$ cat src/rtl/alu_rf_sequencer_pkg.sv
// Shared widths, ALU opcode encodings and FSM state encoding for the
// ALU/register-file command sequencer.
package alu_rf_sequencer_pkg;

    localparam int unsigned DEFAULT_DATA_WIDTH = 32;
    localparam int unsigned DEFAULT_ADDR_WIDTH = 5;

    typedef enum logic [2:0] {
        ALU_AND = 3'b000,
        ALU_OR  = 3'b001,
        ALU_ADD = 3'b010,
        ALU_SUB = 3'b110,
        ALU_SLT = 3'b111
    } alu_op_e;

    typedef enum logic [2:0] {
        ST_IDLE  = 3'd0,
        ST_READ  = 3'd1,
        ST_EXEC  = 3'd2,
        ST_WRITE = 3'd3,
        ST_RESP  = 3'd4
    } state_e;

endpackage

$ cat src/rtl/alu_rf_sequencer.sv
// Serialises one command at a time through an external register file and ALU:
// read operands, execute, write back (unless rd=0), then hold a response.
module alu_rf_sequencer
    import alu_rf_sequencer_pkg::*;
#(
    parameter int unsigned DATA_WIDTH = DEFAULT_DATA_WIDTH,
    parameter int unsigned ADDR_WIDTH = DEFAULT_ADDR_WIDTH
) (
    input  logic                  clk,
    input  logic                  rst,
    input  logic                  cmd_valid,
    output logic                  cmd_ready,
    input  logic [2:0]            cmd_op,
    input  logic [ADDR_WIDTH-1:0] cmd_rd,
    input  logic [ADDR_WIDTH-1:0] cmd_rs1,
    input  logic [ADDR_WIDTH-1:0] cmd_rs2,
    output logic [ADDR_WIDTH-1:0] rf_raddr1,
    output logic [ADDR_WIDTH-1:0] rf_raddr2,
    input  logic [DATA_WIDTH-1:0] rf_rdata1,
    input  logic [DATA_WIDTH-1:0] rf_rdata2,
    output logic [ADDR_WIDTH-1:0] rf_waddr,
    output logic [DATA_WIDTH-1:0] rf_wdata,
    output logic                  rf_wen,
    output logic [2:0]            alu_op,
    output logic [DATA_WIDTH-1:0] alu_a,
    output logic [DATA_WIDTH-1:0] alu_b,
    input  logic [DATA_WIDTH-1:0] alu_result,
    input  logic [2:0]            alu_flag,
    output logic                  rsp_valid,
    input  logic                  rsp_ready,
    output logic [DATA_WIDTH-1:0] rsp_result,
    output logic [2:0]            rsp_flag,
    output logic [31:0]           done_count
);

    state_e                state, state_next;
    logic [2:0]            op_q;
    logic [ADDR_WIDTH-1:0] rd_q, rs1_q, rs2_q;
    logic [DATA_WIDTH-1:0] opa_q, opb_q, res_q;
    logic [2:0]            flag_q;

    always_ff @(posedge clk) begin
        if (rst) state <= ST_IDLE;
        else     state <= state_next;
    end

    always_comb begin
        state_next = state;
        case (state)
            ST_IDLE:  if (cmd_valid) state_next = ST_READ;
            ST_READ:  state_next = ST_EXEC;
            ST_EXEC:  state_next = ST_WRITE;
            ST_WRITE: state_next = ST_RESP;
            ST_RESP:  if (rsp_ready) state_next = ST_IDLE;
            default:  state_next = ST_IDLE;
        endcase
    end

    always_comb begin
        cmd_ready = (state == ST_IDLE);
        rf_wen    = (state == ST_WRITE) && (rd_q != '0);
        rsp_valid = (state == ST_RESP);
        alu_op    = (state == ST_EXEC) ? op_q : '0;
    end

    // Address/data outputs come straight from registers so they hold between uses.
    assign rf_raddr1  = rs1_q;
    assign rf_raddr2  = rs2_q;
    assign alu_a      = opa_q;
    assign alu_b      = opb_q;
    assign rf_waddr   = rd_q;
    assign rf_wdata   = res_q;
    assign rsp_result = res_q;
    assign rsp_flag   = flag_q;

    always_ff @(posedge clk) begin
        if (rst) begin
            op_q       <= '0;
            rd_q       <= '0;
            rs1_q      <= '0;
            rs2_q      <= '0;
            opa_q      <= '0;
            opb_q      <= '0;
            res_q      <= '0;
            flag_q     <= '0;
            done_count <= '0;
        end else begin
            case (state)
                ST_IDLE: if (cmd_valid) begin
                    op_q  <= cmd_op;
                    rd_q  <= cmd_rd;
                    rs1_q <= cmd_rs1;
                    rs2_q <= cmd_rs2;
                end
                ST_READ: begin
                    opa_q <= rf_rdata1;
                    opb_q <= rf_rdata2;
                end
                ST_EXEC: begin
                    res_q  <= alu_result;
                    flag_q <= alu_flag;
                end
                ST_RESP: if (rsp_ready) done_count <= done_count + 32'd1;
                default: ;
            endcase
        end
    end

endmodule
$ cat config.mk
export PLATFORM = sky130hd
export DESIGN_NAME = alu_rf_sequencer
export DESIGN_NICKNAME = d
export VERILOG_FILES = /design/src/rtl/alu_rf_sequencer_pkg.sv /design/src/rtl/alu_rf_sequencer.sv
export SDC_FILE = /design/constraint.sdc
export NUM_CORES = 1
export LEC_CHECK = 0
export ABC_AREA = 0
export ABC_CLOCK_PERIOD_IN_PS = 3600
export BUFFER_PORTS_ARGS = -buffer_cell sky130_fd_sc_hd__buf_2
export CORE_MARGIN = 8
export CORE_UTILIZATION = 35
export DETAILED_ROUTE_END_ITERATION = 8
export GPL_ROUTABILITY_DRIVEN = 1
export GPL_TIMING_DRIVEN = 0
export PLACE_DENSITY = 0.63
export SLEW_MARGIN = 25
export SYNTH_ARGS = -nofsm -noshare
export SYNTH_HDL_FRONTEND = slang
export SYNTH_SLANG_ARGS = --single-unit
$ cat constraint.sdc
create_clock -name clk -period 3.6 [get_ports clk]
set_clock_uncertainty 0.15 [all_clocks]
set_input_delay 0.36 -clock clk [delete_from_list [all_inputs] [get_ports clk]]
set_output_delay 0.36 -clock clk [all_outputs]
set_load 0.02 [all_outputs]
# Word-level counts from Yosys, hierarchy flattened
# Index checks and enable logic that the tools add are counted.
dict set report op_classes {
  n_addsub 1
  n_mul 0
  n_div 0
  magnitude_cmp 0
  n_eq_ne 6
  shifts 0
  n_mux 4
  n_bitwise 0
  n_reduce_logical 6
}
# operator count
set op_table {}
lappend op_table {{$add A32 B1 Y32 const B} 1}
lappend op_table {{$pmux W3 S5} 1}
lappend op_table {{$mux W3} 3}
lappend op_table {{$eq A3 B2 Y1 const B} 2}
lappend op_table {{$reduce_and A2 Y1} 3}
lappend op_table {{$reduce_bool A5 Y1} 1}
lappend op_table {{$eq A3 B1 Y1 const B} 1}
lappend op_table {{$eq A3 B3 Y1 const B} 1}
lappend op_table {{$logic_not A3 Y1} 1}
lappend op_table {{$ne A2 B1 Y1 const B} 1}
lappend op_table {{$ne A2 B2 Y1 const B} 1}
lappend op_table {{$logic_and A1 B1 Y1} 1}
dict set report word_totals {
  register_bits 152
  latchBits 0
  ram_bits 0
  mem_bits_ro 0
  output_inout_bits 184
  mem_count 0
}

# Logic depth before layout (Yosys ltp)
dict set report depth {
  depth_word 3
  ltp_mapped 8
}

# Least setup slack after synthesis
# No wires, ideal clock.
dict set report synth_path {
  path_type {register to register}
  from {reg done_count[6]}
  to {reg done_count[22]}
  setup_ns 0.070
  arrival_time_ns 1.979
  required_ns 3.380
  slack_ns 1.401
  stages_incl_launch_ff 6
  n_path_buf 1
  period_less_slack_ns 2.199
  cell_sequence {dfxtp_1 -> nand4_2 -> or4_4 -> buf_6 -> or4_1 -> a21oi_1}
}
dict set report synth_between {
  elab_chain_cells 1
}
# item line
set synth_lines {}
lappend synth_lines {{start, declared} alu_rf_sequencer.sv:33} ;# output logic [31:0] done_count
lappend synth_lines {{start signal, assigned} alu_rf_sequencer.sv:103} ;# ST_RESP: if (rsp_ready) done_count <= done_count + 32'd1;
lappend synth_lines {{$add A32 B1 Y32} alu_rf_sequencer.sv:103}
# No other way between the ends.
# A chain may end at the register's enable or synchronous reset.

# Final worst setup path
dict set report layout_path {
  from {reg state[0]}
  to {reg done_count[29]}
}
dict set report layout_between {
  elab_chain_cells 2
}
# item line
set layout_lines {}
lappend layout_lines {{start, declared} alu_rf_sequencer.sv:36} ;# state_e state, state_next;
lappend layout_lines {{start signal, assigned} alu_rf_sequencer.sv:44} ;# else state <= state_next;
lappend layout_lines {{$eq A3 B3 Y1} alu_rf_sequencer.sv:88} ;# case (state)
lappend layout_lines {{$reduce_and A2 Y1 (no source line)} --}
# No other way between the ends.

==> summary.md <==
| Metric | Value |
|---|---|
| Status | complete, no violations |
| I/O Buffers | 303 |
| Detailed placement HPWL | 15.7 mm |
| Clock tree from TritonCTS | built |
| Syn_nets | 877 |
| Largest net degree at the start of global routing | 17 |
| H-tree depth | 4 |
| Clock Tree Buf Depth | 2 |
| Clk pin slew, worst setup/hold paths | 0.07 ns |
| Post-CTS Hold Buffers | 0 |
| Post-Synth Simple-Gate Area | 25.3% |
| Setup bufs post-CTS | 0 |
| Most frequent cell on the critical path | clkbuf_1 |
| Synth Area in Compound Gates | 14.2% |
| Nets@finish | 1199 |
| Crit-path max cell delay | 0.43 ns |
| Post-synthesis cell area | 6000 um^2 |
| Final Slew Violations | 0 |
| Hold path cells | 3 |
| CTS buffer count | 17 |
| RSZ-0062 raised after global routing | false |
| Post-synth EDFFs | 0 |
| Final std cells w/o fill | 1317 |
| Routed WL | 20.4 mm |
| MaxCap Viol Count | 0 |
| Setup ws final | 1.18 ns |
| Yosys reg bits | 152 |
| Initial antenna violation count | 1 |
| Area after DPL | 7800 um^2 |
| Path length in cells of the critical path | 8 |
| Leakage | 3.80 nW |
| CP bufs+invs | 4 |
| Slew HR | 45.9% |
| Residual DRC | 0 |
| DP Cell Count | 1283 |
| Critical-path top delay cell | o41ai_1 |
| Crit Path Max Fanout | 10 |
| PwrDens | 514 nW/um^2 |
| Cell family with most CP delay | buffers and inverters |
| Type of element capturing the critical path | flop |
| Area grow syn2layout | 40.0% |
| Worst path cell trace | buf_2 > nand4bb_1 > clkbuf_1 > or2_1 > clkbuf_1 > clkbuf_1 > o41ai_1 > a21oi_1 |
| Max Freq | 413 MHz |
| Post-Synth XOR/XNOR Area | 1.46% |
| Final Core Density | 49.2% |
| Combinational family with the most area after synthesis | simple AND/OR/NAND/NOR gates |
| Full die area | 21600 um^2 |
| Overall power | 4.32 mW |
| Grt total ovfl | 0 |
| Maximum vdd drop | 0.303 mV |
| Mux share of post-synthesis cell area | 0.375% |
| Root buf cell | clkbuf_16 |
| Hold violation count in the final report | 0 |
| Post-DRT Antenna Nets | 0 |
| Setup TNS | 0 ns |
| Seq/Total Area, Yosys | 50.7% |
| Die Ht | 147 um |
| Mean post-synth cell area | 7.95 um^2 |
| Hold WC Path Type | input port to flop |
| Final-report setup violation count | 0 |
| Final min period | 2.42 ns |
| Worst slew pin tran | 0.800 ns |
| DIE WIDTH | 147 um |
| Fraction of layout cells with a size suffix above 1 | 34.6% |
| Final hold slack | 0.0178 ns |
| Setup WS pre-CTS | 1.20 ns |
| Post-synthesis adder-cell area fraction | 0.209% |
| Top-Level Pins | 305 |
| Fin area | 8400 um^2 |
| First drt pass iteration count | 4 |
| Number of global-route vias before repair | 6101 |
| Starting Density | 35.2% |
| DR iter-0 viols | 233 |
| Post-synth ARST share | 0% |
| CTS resizes | 0 |
| Worst setup SP type | flop |
| Unique masters post-synth | 41 |
| WP data required | 3.73 ns |
| Setup Crit Path Kind | flop to flop |
| Clk_lat worst skew | 0.42 ns |
| Worst reg-to-reg path cell count | 8 |
| Syn Inst Count | 755 |
| Most used DFF post-synth | dfxtp_1 |
| Clk sink count | 152 |
| Core area | 17100 um^2 |
| Via density | 4.65 |
| Row cnt | 48 |
| Critical Path AT | 2.55 ns |
| RD Place Congestion | 0.783 |
| All-Layer GR Usage | 18.5% |
| WL/cell | 15.5 um |
| Via count | 6124 |
| First-pass GRT wire length | 32.3 mm |
| Yosys warning count | 0 |
| Final period util | 67.2% |
layout make-up:
class / instances / area [um^2]
plain buffers: 83 / 442
flip-flops and latches: 152 / 3040
fillers: 1779 / 8660
clock inverters: 12 / 140
well taps: 225 / 282
repair buffers: 303 / 1520
inverters: 6 / 22.5
diodes: 2 / 5.00
multi-input cells: 514 / 2490
clock buffers: 20 / 457
where the power goes:
group | internal [mW] | switching [mW]
combinational | 0.238 | 0.433
sequential | 1.78 | 0.0553
clock | 1.07 | 0.740
synthesized netlist by cell type (3+ instances only):
| cell | n | area (um^2) |
|---|---|---|
| nand3_1 | 12 | 60.1 |
| buf_1 | 6 | 22.5 |
| inv_1 | 6 | 22.5 |
| nand4_1 | 6 | 37.5 |
| xnor2_1 | 7 | 61.3 |
| a21oi_1 | 140 | 701 |
| o31ai_1 | 15 | 113 |
| and2_1 | 4 | 25.0 |
| clkbuf_1 | 42 | 158 |
| nor2_1 | 14 | 52.6 |
| nand2_1 | 250 | 938 |
| buf_4 | 32 | 240 |
| or4_1 | 15 | 113 |
| nor3_1 | 4 | 20.0 |
| and4_1 | 4 | 35.0 |
| or3_1 | 3 | 18.8 |
| and3_1 | 4 | 25.0 |
| o21ai_0 | 3 | 15.0 |
| xor2_1 | 3 | 26.3 |
| dfxtp_1 | 152 | 3040 |
| nor4_1 | 7 | 43.8 |
layout by cell type (no fill, tap or decap), types with 6 or more instances in the layout:
cell type and instances:
buf_4 32, xnor2_1 7, a21oi_1 140, dfxtp_1 152
nand3_1 12, buf_2 304, inv_1 6, or4_1 15
buf_1 6, clkbuf_16 17, o31ai_1 15, nor4_1 7
clkbuf_1 43, nand4_1 6, nand2_1 250, nor2_1 14
layer usage:
| metal | global-route usage (%) | vias to the layer above | share of wire (%) |
|---|---|---|---|
| met5 | 0 | - | 0 |
| met4 | 5.46 | 0 | 1.2 |
| met3 | 9.81 | 21 | 12 |
| met2 | 30.2 | 226 | 47 |
| met1 | 20.4 | 2730 | 41 |
| li1 | - | 3147 | - |
worst min-delay path, delay by kind of cell:
kind | cells | cell delay [ns]
buf+inv | 1 | 0.09
compound gates | 1 | 0.05
simple gates | 1 | 0.04
cell families (layout without fill, tap and decap cells):
family	after synthesis	count (layout)
AO/OA/AOI/OAI	161	161
XOR/XNOR	10	10
adder cells (fa/ha/maj)	1	1
buffers and inverters	89	424
flip-flops	152	152
multiplexers	2	2
other	0	2
AND/OR/NAND/NOR	340	340
registers in the layout, summed over array words and instances, names as in the netlist:
name	count
alu_a	32
alu_b	32
done_count	32
rf_wdata	32
rf_raddr1	5
rf_raddr2	5
rf_waddr	5
op_q	3
rsp_flag	3
state	3
worst paths after layout:
kind         startpoint              to  slack (ns)
min          cmd_rs1[0]    rf_raddr1[0]        0.02
max            state[0]  done_count[29]        1.18
min reg2reg    alu_b[8]        alu_b[8]        0.30
max reg2reg    state[0]  done_count[29]        1.18
No activity file was read; power rests on OpenSTA's default activity.
